`config.mk`:
```
export PLATFORM = sky130hd
export DESIGN_NAME = conv_mac_9
export DESIGN_NICKNAME = d
export VERILOG_FILES = /design/src/rtl/conv_mac_9.sv
export SDC_FILE = /design/constraint.sdc
export NUM_CORES = 1
export LEC_CHECK = 0
export ABC_AREA = 1
export BUFFER_PORTS_ARGS = -buffer_cell sky130_fd_sc_hd__buf_2
export CELL_PAD_IN_SITES_DETAIL_PLACEMENT = 1
export CELL_PAD_IN_SITES_GLOBAL_PLACEMENT = 1
export CORE_MARGIN = 8
export CORE_UTILIZATION = 50
export CTS_CLUSTER_SIZE = 28
export DETAILED_ROUTE_END_ITERATION = 6
export PLACE_DENSITY_LB_ADDON = 0.15
export RECOVER_POWER = 25
export SETUP_SLACK_MARGIN = 0.15
export SLEW_MARGIN = 15
export SYNTH_ARGS = -nofsm -noshare
export SYNTH_HDL_FRONTEND = slang
export SYNTH_SLANG_ARGS = --single-unit
```
`constraint.sdc`:
```
create_clock -name ap_clk -period 5 [get_ports ap_clk]
set_input_delay 0.5 -clock ap_clk [delete_from_list [all_inputs] [get_ports ap_clk]]
set_output_delay 0.5 -clock ap_clk [all_outputs]
set_load 0.03 [all_outputs]
```
`src/rtl/conv_mac_9.sv`:
```
// Streaming multiply-accumulate: consumes KERN_S weight/activation pairs from two
// FIFOs, then emits one shifted and saturated result to the downstream FIFO.
module conv_mac_9 #(
  parameter int KERN_S  = 9,
  parameter int COEFF_W = 16,
  parameter int ACT_W   = 16,
  parameter int ACC_W   = 40,
  parameter int SHIFT   = 8,
  parameter int OUT_W   = 16
) (
  input  logic               ap_clk,
  input  logic               ap_rst_n,
  input  logic [COEFF_W-1:0] weight_V_dout,
  input  logic               weight_V_empty_n,
  output logic               weight_V_read,
  input  logic [ACT_W-1:0]   act_V_dout,
  input  logic               act_V_empty_n,
  output logic               act_V_read,
  output logic [OUT_W-1:0]   output_V_din,
  input  logic               output_V_full_n,
  output logic               output_V_write
);

  localparam int PROD_W = COEFF_W + ACT_W;
  localparam int CNT_W  = (KERN_S > 1) ? $clog2(KERN_S) : 1;

  typedef enum logic {ST_ACC, ST_EMIT} state_t;

  state_t                   state_q, state_d;
  logic        [CNT_W-1:0]  cnt_q, cnt_d;
  logic signed [ACC_W-1:0]  acc_q, acc_d;
  logic signed [PROD_W-1:0] prod;
  logic                     pair_ok;

  // Floor shift, then clamp by checking that all bits above the output sign agree.
  function automatic logic signed [OUT_W-1:0] shift_sat(input logic signed [ACC_W-1:0] v);
    logic signed [ACC_W-1:0] s;
    s = v >>> SHIFT;
    if ((&s[ACC_W-1:OUT_W-1]) || !(|s[ACC_W-1:OUT_W-1]))
      return s[OUT_W-1:0];
    else if (s[ACC_W-1])
      return {1'b1, {(OUT_W-1){1'b0}}};
    else
      return {1'b0, {(OUT_W-1){1'b1}}};
  endfunction

  assign prod    = $signed(weight_V_dout) * $signed(act_V_dout);
  assign pair_ok = weight_V_empty_n & act_V_empty_n;

  always_comb begin
    state_d        = state_q;
    cnt_d          = cnt_q;
    acc_d          = acc_q;
    weight_V_read  = 1'b0;
    act_V_read     = 1'b0;
    output_V_write = 1'b0;
    case (state_q)
      ST_ACC: begin
        // Reads are gated by reset so nothing is popped while the block is held.
        weight_V_read = pair_ok & ap_rst_n;
        act_V_read    = pair_ok & ap_rst_n;
        if (pair_ok) begin
          acc_d = acc_q + {{(ACC_W-PROD_W){prod[PROD_W-1]}}, prod};
          if (cnt_q == CNT_W'(KERN_S-1)) begin
            cnt_d   = '0;
            state_d = ST_EMIT;
          end else begin
            cnt_d = cnt_q + CNT_W'(1);
          end
        end
      end
      ST_EMIT: begin
        output_V_write = output_V_full_n;
        if (output_V_full_n) begin
          acc_d   = '0;
          state_d = ST_ACC;
        end
      end
      default: state_d = ST_ACC;
    endcase
  end

  // acc is frozen in EMIT, so the result stays stable while the sink stalls.
  assign output_V_din = shift_sat(acc_q);

  always_ff @(posedge ap_clk or negedge ap_rst_n) begin
    if (!ap_rst_n) begin
      state_q <= ST_ACC;
      cnt_q   <= '0;
      acc_q   <= '0;
    end else begin
      state_q <= state_d;
      cnt_q   <= cnt_d;
      acc_q   <= acc_d;
    end
  end

endmodule

```
==> key figures, run 1 <==
Placed design
  – Placed wire-length estimate: 52300 um
  – Port Buf Inserts: 55
  – Placer's final routability congestion estimate: 0.911

Floorplanning
  – Io pins: 56
  – FP Rows: 63
  – Die span in y: 190 um
  – Initial Utilization: 50.8%
  – Die X: 190 um

Synthesis
  – Syn Inst Count: 2117
  – Number of synthesized flops with an enable pin: 0
  – #FFs+latches synth: 45
  – Post-synth top area share: 34.8%
  – Synthesized area per cell: 7.14 sq um
  – Register area share after synthesis: 7.45%
  – Ys async rst share: 100%
  – Largest cells by area after synthesis: fa_1, nand2_1, inv_1, ha_1, dfrtp_1
  – Netlist Area Pre-Place: 15100 sq um
  – Post-synth cell types: 48
  – Ys flop type: dfrtp_1
  – Synth Warn #: 0
  – Net Count, Synth: 2542
  – Yosys top cell by area: fa_1

Clock tree
  – Clock Tree Root: clkbuf_16
  – Post-cts sizing count: 402
  – CTS buffer count: 5
  – H-Tree Level Count: 2
  – CTS Buffer Depth: 2
  – CTS Sinks: 45
  – Post-CTS Hold Fix Bufs: 0
  – # Post-CTS Setup Buffers: 44

Outcome
  – Stage reached: 4_1_cts
  – Status: aborted with a tool error
  – Run Error: [ERROR DPL-0033] detailed placement checks failed during check placement.
## cell usage after synthesis, types with 16 or more instances
| master | number |
|---|---|
| dfrtp_1 | 45 |
| nor2_1 | 125 |
| a21oi_1 | 78 |
| o21ai_0 | 72 |
| nand4_1 | 16 |
| o21ai_1 | 21 |
| inv_1 | 555 |
| nand2_1 | 561 |
| clkbuf_1 | 63 |
| fa_1 | 263 |
| nand3_1 | 51 |
| ha_1 | 125 |
| xor2_1 | 21 |
## per-stage QoR
step / worst slack, ps / std cells / setup TNS (ps) / util (%) / area [sq um]
floorplan: -1580 / 2117 / -35910 / - / 16200
detailed placement: -2710 / 2770 / -73720 / 62.1 / 18500
global placement: -2230 / 2770 / -59390 / 62.1 / 18500
## cell families after synthesis
family          after synthesis  synth area share, %
buf+inv                     633                 15.8
fa+ha+maj                   388                 45.2
simple gates                801                 21.6
flops                        45                 7.45
compound gates              223                 8.43
xor+xnor                     27                 1.56
==> run 2, diff against run 1 <==
- CELL_PAD_IN_SITES_DETAIL_PLACEMENT: 1 -> unset
- CELL_PAD_IN_SITES_GLOBAL_PLACEMENT: 1 -> unset
- CORE_UTILIZATION: 50 -> 35
- CTS_CLUSTER_SIZE: 28 -> unset
- SETUP_SLACK_MARGIN: 0.15 -> unset
==> key figures, run 2 <==
Worst setup path
  – Bufs and invs on worst path: 9
  – CP most frequent cell: fa_1
  – CP required: 5240 ps
  – Max FO, Critical Path: 4
  – Worst path slowest cell: fa_1
  – CP peak stage delay: 520 ps
  – Family with the most delay on the worst path: adder cells
  – Levels on crit path: 34
  – Critical Path Sink Type: flop
  – CP startpoint kind: input pin
  – Flop-to-flop setup slack: 2230 ps
  – Reg2Reg Depth: 14
  – Worst Path Arrival: 6980 ps
  – Setup CP Type: input pin to flop

Global route
  – Largest net degree at the start of global routing: 47
  – Initial antenna violation count: 0
  – All-Layer GR Usage: 19.3%
  – Vias in the first global route: 15300
  – Gr ovfl total: 0
  – First-pass GRT wire length: 78600 um

Outcome
  – Failing checks: capacitance limit, slew limit, setup timing
  – Status: complete, but fails checks (was aborted with a tool error)

STA
  – Worst rel slew slack: -97.3%
  – Final setup vio count: 32
  – Final hold vios: 0
  – RSZ-0062 raised after global routing: true
  – Worst-Margin Slew: 2960 ps
  – Clock Skews: 14.2 ps
  – TNS Setup: -44200 ps
  – Final Cycle Share: 135%
  – Fmax achieved: 148 MHz
  – Min Clock Period, post-route: 6730 ps
  – Final worst slack: -1730 ps
  – WHS: 376 ps
  – Max-slew violation count: 47

Placed design
  – Setup WS pre-CTS: -2340 ps (was -2710 ps)
  – Placed wire-length estimate: 39500 um (was 52300 um)
  – Placer's final routability congestion estimate: 0.911 (about the same)
  – Port Buf Inserts: 55 (unchanged)
  – Cell count after placement: 2947 (was 2770)

Finish
  – Commonest cells after routing, fill and taps aside: inv_1, nand2_1, buf_4
  – Post-Layout Cell Count: 3045
  – Nets: 2884
  – Most flop-heavy register: acc_q
  – Most common cell after layout, fill and taps aside: inv_1
  – Antenna cells: 0
  – Number of flip-flops in the largest register: 40
  – Layout cell share with drive strength beyond 1: 37.1%
  – Layout fillers: 4021
  – Area grow syn2layout: 46.6%
  – Largest registers: acc_q (40), cnt_q (4), state_q (1)

Floorplanning
  – FP Rows: 76 (was 63)
  – Area of the die: 50100 sq um
  – Die X: 224 um (was 190 um)
  – Io pins: 56 (unchanged)
  – Core footprint: 42900 sq um
  – Initial Utilization: 35.2% (was 50.8%)
  – Die span in y: 224 um (was 190 um)

Min path
  – Worst hold path type: input pin to flop
  – Worst hold stages: 2

Synthesis
  – #FFs+latches synth: 45 (unchanged)
  – Synth Warn #: 0 (unchanged)
  – Synth top cells by count: nand2_1, inv_1, fa_1, ha_1, nor2_1 (unchanged)
  – Ys flop type: dfrtp_1 (unchanged)
  – Net Count, Synth: 2542 (unchanged)
  – Post-synth top area share: 34.8% (unchanged)
  – Syn Inst Count: 2117 (unchanged)
  – Yosys top cell by area: fa_1 (unchanged)
  – Largest cells by area after synthesis: fa_1, nand2_1, inv_1, ha_1, dfrtp_1 (unchanged)
  – Netlist Area Pre-Place: 15100 sq um (unchanged)
  – Ys async rst share: 100% (unchanged)
  – Register area share after synthesis: 7.45% (unchanged)
  – Post-synth cell types: 48 (unchanged)
  – Synthesized area per cell: 7.14 sq um (unchanged)
  – Number of synthesized flops with an enable pin: 0 (unchanged)
  – Count leader, synth: nand2_1 (unchanged)

Clock tree
  – CTS tree: done
  – CTS buffer count: 5 (unchanged)
  – H-Tree Level Count: 2 (unchanged)
  – Post-CTS Hold Fix Bufs: 0 (unchanged)
  – Reg clk slew, reported paths: 90 ps
  – Clock Tree Root: clkbuf_16 (unchanged)
  – Clk_lat worst skew: 310 ps
  – CTS Buffer Depth: 2 (unchanged)
  – CTS Sinks: 45 (unchanged)

Drt
  – Post-DRT Antenna Nets: 0
  – DR vias: 14400
  – DR pass1 iterations: 5
  – DR DRC count: 0
  – Total wire length: 48200 um
  – Vias per cell: 4.73
  – 1st-iter DRT viols: 537
  – WL/cell: 15.8 um

Job
  – Max Cap Violations: 1
## run 2: cell families (layout without fill, tap and decap cells)
kind of cell               Yosys count  in the layout  share of synthesized area (%)
buffers and inverters              633            975                           15.8
AOI/OAI and AO/OA                  223            223                           8.43
DFF                                 45             45                           7.45
xor gates and xnor gates            27             27                           1.56
and+or+nand+nor                    801            802                           21.6
adders and majority gates          388            388                           45.2
## run 2: final cells by class
class | instances | area (sq um) | share of cell area [%]
tap | 585 | 732 | 3.30
multi-input combinational | 1440 | 14500 | 65.4
sequential | 45 | 1130 | 5.08
timing repair buffer | 404 | 3530 | 15.9
inverter | 563 | 2130 | 9.61
clock inverter | 3 | 21.3 | 0.0960
clock buffer | 5 | 125 | 0.565
## run 2: layer usage
| metal | share of wire [%] | global-route usage (%) | up-vias |
|---|---|---|---|
| met5 | 0 | 0 | - |
| met2 | 52 | 36.0 | 205 |
| li1 | - | - | 6930 |
| met3 | 2.2 | 1.02 | 76 |
| met1 | 43 | 24.1 | 7198 |
| met4 | 2.5 | 4.69 | 0 |
## run 2: timing repair
item / 4_1_cts / 5_1_grt
endpoints found under the setup margin: 33 / 34
pin swaps: 169 / 192
gates resized for setup: 401 / 258
cloned: 2 / 2
setup buffers: 49 / 42
## run 2: through the flow
step / util (%) / instance area (sq um)
final: 51.7 / 22200
after global routing: 51.7 / 22200
after CTS: 48.5 / 20800
after detailed placement: 43.3 / 18600
after global placement: 43.3 / 18600
after floorplan: - / 16200
## run 2: worst reg2reg max path, delay by kind of cell, from the launching register on
kind            cells  cell delay (ps)
fa+ha+maj           2              710
compound gates      4              590
simple gates        4              460
buf+inv             4              540
flops               1              360
## run 2: final timing paths
path / startpoint / to
min in group asynchronous: ap_rst_n / cnt_q[3]$_DFFE_PN0P_
hold reg to reg: state_q$_DFF_PN0_ / acc_q[6]$_DFFE_PN0P_
setup reg to reg: acc_q[0]$_DFFE_PN0P_ / acc_q[30]$_DFFE_PN0P_
hold / removal: output_V_full_n / state_q$_DFF_PN0_
max in group asynchronous: ap_rst_n / acc_q[24]$_DFFE_PN0P_
setup / recovery: act_V_dout[15] / acc_q[27]$_DFFE_PN0P_
Power of run 2 is not shown: default switching activity piles up to over one toggle a cycle in this logic, so the estimate is an artifact.
==> run 3, diff against run 2 <==
- SETUP_SLACK_MARGIN: unset -> 0.02
==> key figures, run 3 (synthesized netlist as in run 2, its figures left out) <==
Outcome
  – Status: complete, but fails checks (unchanged)
  – Failing checks: capacitance limit, slew limit, setup timing (unchanged)

STA
  – Clock Skews: 8.54 ps (was 14.2 ps)
  – Final worst slack: -1630 ps (was -1730 ps)
  – Min Clock Period, post-route: 6630 ps (was 6730 ps)
  – Final Cycle Share: 133% (was 135%)
  – Worst rel slew slack: -88.7% (was -97.3%)
  – RSZ-0062 raised after global routing: true (unchanged)
  – Worst-Margin Slew: 2830 ps (was 2960 ps)
  – WHS: 390 ps (was 376 ps)
  – Final hold vios: 0 (unchanged)
  – Max-slew violation count: 47 (unchanged)
  – Final setup vio count: 33 (was 32)
  – Fmax achieved: 151 MHz (was 148 MHz)
  – TNS Setup: -42090 ps (was -44200 ps)

Finish
  – Number of flip-flops in the largest register: 40 (unchanged)
  – Layout fillers: 4038 (was 4021)
  – Layout cell share with drive strength beyond 1: 37.6% (was 37.1%)
  – Nets: 2881 (was 2884)
  – Area grow syn2layout: 46.5% (was 46.6%)
  – Commonest cells after routing, fill and taps aside: inv_1, nand2_1, buf_4 (unchanged)
  – Most common cell after layout, fill and taps aside: inv_1 (unchanged)
  – Largest registers: acc_q (40), cnt_q (4), state_q (1) (unchanged)
  – Most flop-heavy register: acc_q (unchanged)
  – Fin util: 51.6% (was 51.7%)
  – Antenna cells: 0 (unchanged)

Clock tree
  – CTS Buffer Depth: 2 (unchanged)
  – Reg clk slew, reported paths: 80 ps (was 90 ps)
  – CTS tree: done (unchanged)
  – CTS buffer count: 5 (unchanged)
  – Clk_lat worst skew: 300 ps (was 310 ps)
  – Clock Tree Root: clkbuf_16 (unchanged)
  – H-Tree Level Count: 2 (unchanged)
  – CTS Sinks: 45 (unchanged)

Floorplanning
  – Initial Utilization: 35.2% (unchanged)
  – Die span in y: 224 um (unchanged)
  – Area of the die: 50100 sq um (unchanged)
  – Core footprint: 42900 sq um (unchanged)
  – Io pins: 56 (unchanged)
  – FP Rows: 76 (unchanged)
  – Die X: 224 um (unchanged)

Global route
  – Vias in the first global route: 15400 (was 15300)
  – Largest net degree at the start of global routing: 47 (unchanged)
  – First-pass GRT wire length: 78300 um (was 78600 um)
  – Initial antenna violation count: 0 (unchanged)
  – All-Layer GR Usage: 19.3% (about the same)
  – Gr ovfl total: 0 (unchanged)

Drt
  – WL/cell: 15.8 um (about the same)
  – Post-DRT Antenna Nets: 0 (unchanged)
  – 1st-iter DRT viols: 491 (was 537)
  – DR DRC count: 0 (unchanged)
  – Routed length on met3: 1430 um (was 1070 um)
  – WL met2: 24700 um (was 25200 um)
  – Max layer used: met4 (unchanged)
  – DRT met1 WL: 20700 um (was 20800 um)
  – Total wire length: 48100 um (was 48200 um)
  – DR vias: 14300 (was 14400)
  – Vias per cell: 4.69 (was 4.73)
  – DR pass1 iterations: 5 (unchanged)

Placed design
  – Setup WS pre-CTS: -2250 ps (was -2340 ps)
  – Placed wire-length estimate: 39400 um (was 39500 um)
  – Port Buf Inserts: 55 (unchanged)
  – Placer's final routability congestion estimate: 0.905 (was 0.911)

Min path
  – Worst hold path type: input pin to flop (unchanged)

Worst setup path
  – Max FO, Critical Path: 5 (was 4)
  – Worst Path Arrival: 6830 ps (was 6980 ps)
  – Bufs and invs on worst path: 9 (unchanged)
  – Worst path slowest cell: fa_1 (unchanged)
  – Family with the most delay on the worst path: adder cells (unchanged)
  – CP required: 5200 ps (was 5240 ps)
  – Setup CP Type: input pin to flop (unchanged)
  – Critical Path Sink Type: flop (unchanged)
  – CP most frequent cell: fa_1 (unchanged)
  – CP peak stage delay: 540 ps (was 520 ps)
  – CP startpoint kind: input pin (unchanged)

Job
  – Max Cap Violations: 1 (unchanged)
run 3: cell type report:
| cell class | count | area, sq um | share of cell area (%) |
|---|---|---|---|
| repair buffers | 401 | 3520 | 15.9 |
| clock inverters | 1 | 30.0 | 0.136 |
| clock buffers | 7 | 143 | 0.644 |
| well taps | 585 | 732 | 3.31 |
| multi-input cells | 1440 | 14500 | 65.3 |
| flip-flops and latches | 45 | 1130 | 5.09 |
| inverters | 563 | 2130 | 9.62 |
run 3: metrics by stage:
| stage | instances | cell area [sq um] |
|---|---|---|
| floorplan | 2117 | 16200 |
| finish | 3042 | 22100 |
| global route | 3042 | 22100 |
| detailed placement | 2945 | 18600 |
| CTS | 3022 | 21000 |
| global placement | 2945 | 18600 |
run 3: what timing repair did:
action | 4_1_cts | 5_1_grt
setup endpoints to repair | 33 | 34
resized for setup | 400 | 252
buffers inserted | 67 | 27
pin swaps | 211 | 130
hold endpoints to repair | 0 | 0
gates cloned | 3 | 0
hold buffers | 0 | 0
run 3: layer usage:
layer,up-vias,global-route usage (%)
met5,-,0
met3,69,1.61
met2,245,35.0
met1,7026,24.3
li1,6916,-
met4,0,5.48
run 3: final timing paths:
| check | from | to | slack (ps) | cells after the start |
|---|---|---|---|---|
| worst max register to register | acc_q[0]$_DFFE_PN0P_ | acc_q[22]$_DFFE_PN0P_ | 2260 | 14 |
| min in group asynchronous | ap_rst_n | state_q$_DFF_PN0_ | 1190 | 2 |
| worst min-delay path | output_V_full_n | state_q$_DFF_PN0_ | 390 | 2 |
| worst max-delay path | act_V_dout[15] | acc_q[39]$_DFFE_PN0P_ | -1630 | 36 |
| max in group asynchronous | ap_rst_n | acc_q[36]$_DFFE_PN0P_ | 2190 | 2 |
| worst min register to register | state_q$_DFF_PN0_ | acc_q[6]$_DFFE_PN0P_ | 490 | 1 |
run 3: worst reg2reg max path: cells and delay by family (launching register included):
family | cells | cell delay (ps)
AO/OA/AOI/OAI | 4 | 590
buffers and inverters | 4 | 550
adder cells (fa/ha/maj) | 2 | 720
flip-flops | 1 | 360
AND/OR/NAND/NOR | 4 | 430
Power of run 3 is left out for the same reason.
==> run 4, diff against run 3 <==
- CORE_ASPECT_RATIO: unset -> 1.75
- clock period: 5 -> 6.1 ns (I/O delays scaled with it)
==> key figures, run 4 (synthesized netlist as in run 2, its figures left out) <==
Floorplanning
  – Area of the die: 50300 sq um (was 50100 sq um)
  – Core footprint: 42500 sq um (was 42900 sq um)
  – Die span in y: 291 um (was 224 um)
  – Initial Utilization: 35.5% (was 35.2%)
  – FP Rows: 100 (was 76)
  – Io pins: 56 (unchanged)
  – Die X: 173 um (was 224 um)

Global route
  – Vias in the first global route: 15800 (was 15400)
  – Gr ovfl total: 0 (unchanged)
  – Initial antenna violation count: 0 (unchanged)
  – Largest net degree at the start of global routing: 33 (was 47)
  – First-pass GRT wire length: 81200 um (was 78300 um)
  – All-Layer GR Usage: 20.2% (was 19.3%)

Job
  – Max Cap Violations: 1 (unchanged)

Finish
  – Most flop-heavy register: acc_q (unchanged)
  – Number of flip-flops in the largest register: 40 (unchanged)
  – Largest registers: acc_q (40), cnt_q (4), state_q (1) (unchanged)
  – Most common cell after layout, fill and taps aside: inv_1 (unchanged)
  – Area grow syn2layout: 40.3% (was 46.5%)
  – Fin util: 49.8% (was 51.6%)
  – Antenna cells: 0 (unchanged)
  – Nets: 2853 (was 2881)
  – Commonest cells after routing, fill and taps aside: inv_1, nand2_1, buf_4 (unchanged)
  – Layout cell share with drive strength beyond 1: 33.8% (was 37.6%)
  – Post-Layout Cell Count: 2990 (was 3042)

Clock tree
  – Clock Tree Root: clkbuf_16 (unchanged)
  – Reg clk slew, reported paths: 70 ps (was 80 ps)
  – CTS Buffer Depth: 2 (unchanged)
  – H-Tree Level Count: 2 (unchanged)
  – Clk_lat worst skew: 310 ps (was 300 ps)
  – CTS buffer count: 5 (unchanged)
  – CTS tree: done (unchanged)
  – CTS Sinks: 45 (unchanged)

Worst setup path
  – CP peak stage delay: 540 ps (about the same)
  – Critical Path Sink Type: flop (unchanged)
  – Setup CP Type: input pin to flop (unchanged)
  – Worst Path Arrival: 7070 ps (was 6830 ps)
  – Bufs and invs on worst path: 11 (was 9)
  – Worst path slowest cell: fa_1 (unchanged)
  – CP required: 6340 ps (was 5200 ps)
  – Family with the most delay on the worst path: adder cells (unchanged)
  – CP startpoint kind: input pin (unchanged)
  – CP most frequent cell: fa_1 (unchanged)
  – Max FO, Critical Path: 5 (unchanged)

Placed design
  – Port Buf Inserts: 55 (unchanged)
  – Placer's final routability congestion estimate: 0.907 (was 0.905)
  – Placed wire-length estimate: 42900 um (was 39400 um)
  – Setup WS pre-CTS: -1680 ps (was -2250 ps)
  – Cell count after placement: 2920 (was 2945)

Drt
  – DR pass1 iterations: 5 (unchanged)
  – Vias per cell: 4.75 (was 4.69)
  – WL/cell: 16.9 um (was 15.8 um)
  – Total wire length: 50400 um (was 48100 um)
  – DR DRC count: 0 (unchanged)
  – 1st-iter DRT viols: 484 (was 491)
  – Post-DRT Antenna Nets: 0 (unchanged)
  – DR vias: 14200 (was 14300)

STA
  – Final setup vio count: 29 (was 33)
  – Max-slew violation count: 32 (was 47)
  – Clock Skews: 8.54 ps (about the same)
  – Min Clock Period, post-route: 6830 ps
  – Final worst slack: -734 ps (was -1630 ps)
  – Worst-Margin Slew: 2020 ps (was 2830 ps)
  – Final hold vios: 0 (unchanged)
  – WHS: 492 ps (was 390 ps)
  – Final Cycle Share: 112%
  – Worst rel slew slack: -34.9% (was -88.7%)
  – RSZ-0062 raised after global routing: true (unchanged)
  – Fmax achieved: 146 MHz

Outcome
  – Status: complete, but fails checks (unchanged)
  – Failing checks: capacitance limit, slew limit, setup timing (unchanged)

Min path
  – Worst hold path type: input pin to flop (unchanged)
## run 4: worst register-to-register path: stages (launching register included)
cell	delay [ps]
dfrtp_1	360
ha_1	320
inv_1	140
fa_1	430
inv_1	270
nand3_1	110
nand2_1	350
inv_2	120
o211ai_4	320
nand2_2	120
nand2_4	90
buf_4	110
a21oi_1	50
o21ai_1	100
o21ai_0	90
## run 4: layer usage
| layer | vias to the layer above | track usage (%) | share of wire [%] |
|---|---|---|---|
| met1 | 7015 | 19.3 | 34 |
| li1 | 6847 | - | - |
| met5 | - | 0 | 0 |
| met4 | 0 | 10.2 | 5.7 |
| met2 | 221 | 42.1 | 59 |
| met3 | 111 | 0.907 | 1.6 |
## run 4: final timing paths
path / slack (ps) / end / startpoint / cells past startpoint
hold / removal: 490 / state_q$_DFF_PN0_ / output_V_full_n / 2
min in group asynchronous: 550 / acc_q[35]$_DFFE_PN0P_ / ap_rst_n / 1
max in group asynchronous: 3060 / acc_q[33]$_DFFE_PN0P_ / ap_rst_n / 2
setup reg to reg: 2990 / acc_q[16]$_DFFE_PN0P_ / acc_q[0]$_DFFE_PN0P_ / 14
setup / recovery: -730 / acc_q[29]$_DFFE_PN0P_ / act_V_dout[6] / 37
hold reg to reg: 500 / acc_q[3]$_DFFE_PN0P_ / acc_q[3]$_DFFE_PN0P_ / 2
## run 4: what timing repair did
item	CTS	global route
hold buffers	0	0
cloned	1	0
pin swaps	154	160
hold endpoints to repair	0	0
setup buffers	30	36
resized for setup	276	268
setup endpoints to repair	30	32
## run 4: layout make-up
class / count / area [sq um]
multi-input cells: 1439 / 14000
well taps: 561 / 702
fillers: 4155 / 21300
flip-flops and latches: 45 / 1130
clock inverters: 2 / 13.8
repair buffers: 374 / 3140
inverters: 563 / 2120
clock buffers: 6 / 139
## run 4: stage by stage
stage | area, sq um | setup TNS (ps)
global placement | 18300 | -38730
finish | 21200 | -16530
detailed placement | 18300 | -37780
CTS | 19900 | -15750
global route | 21200 | -23710
floorplan | 15900 | -8660
Power of run 4 is left out for the same reason.
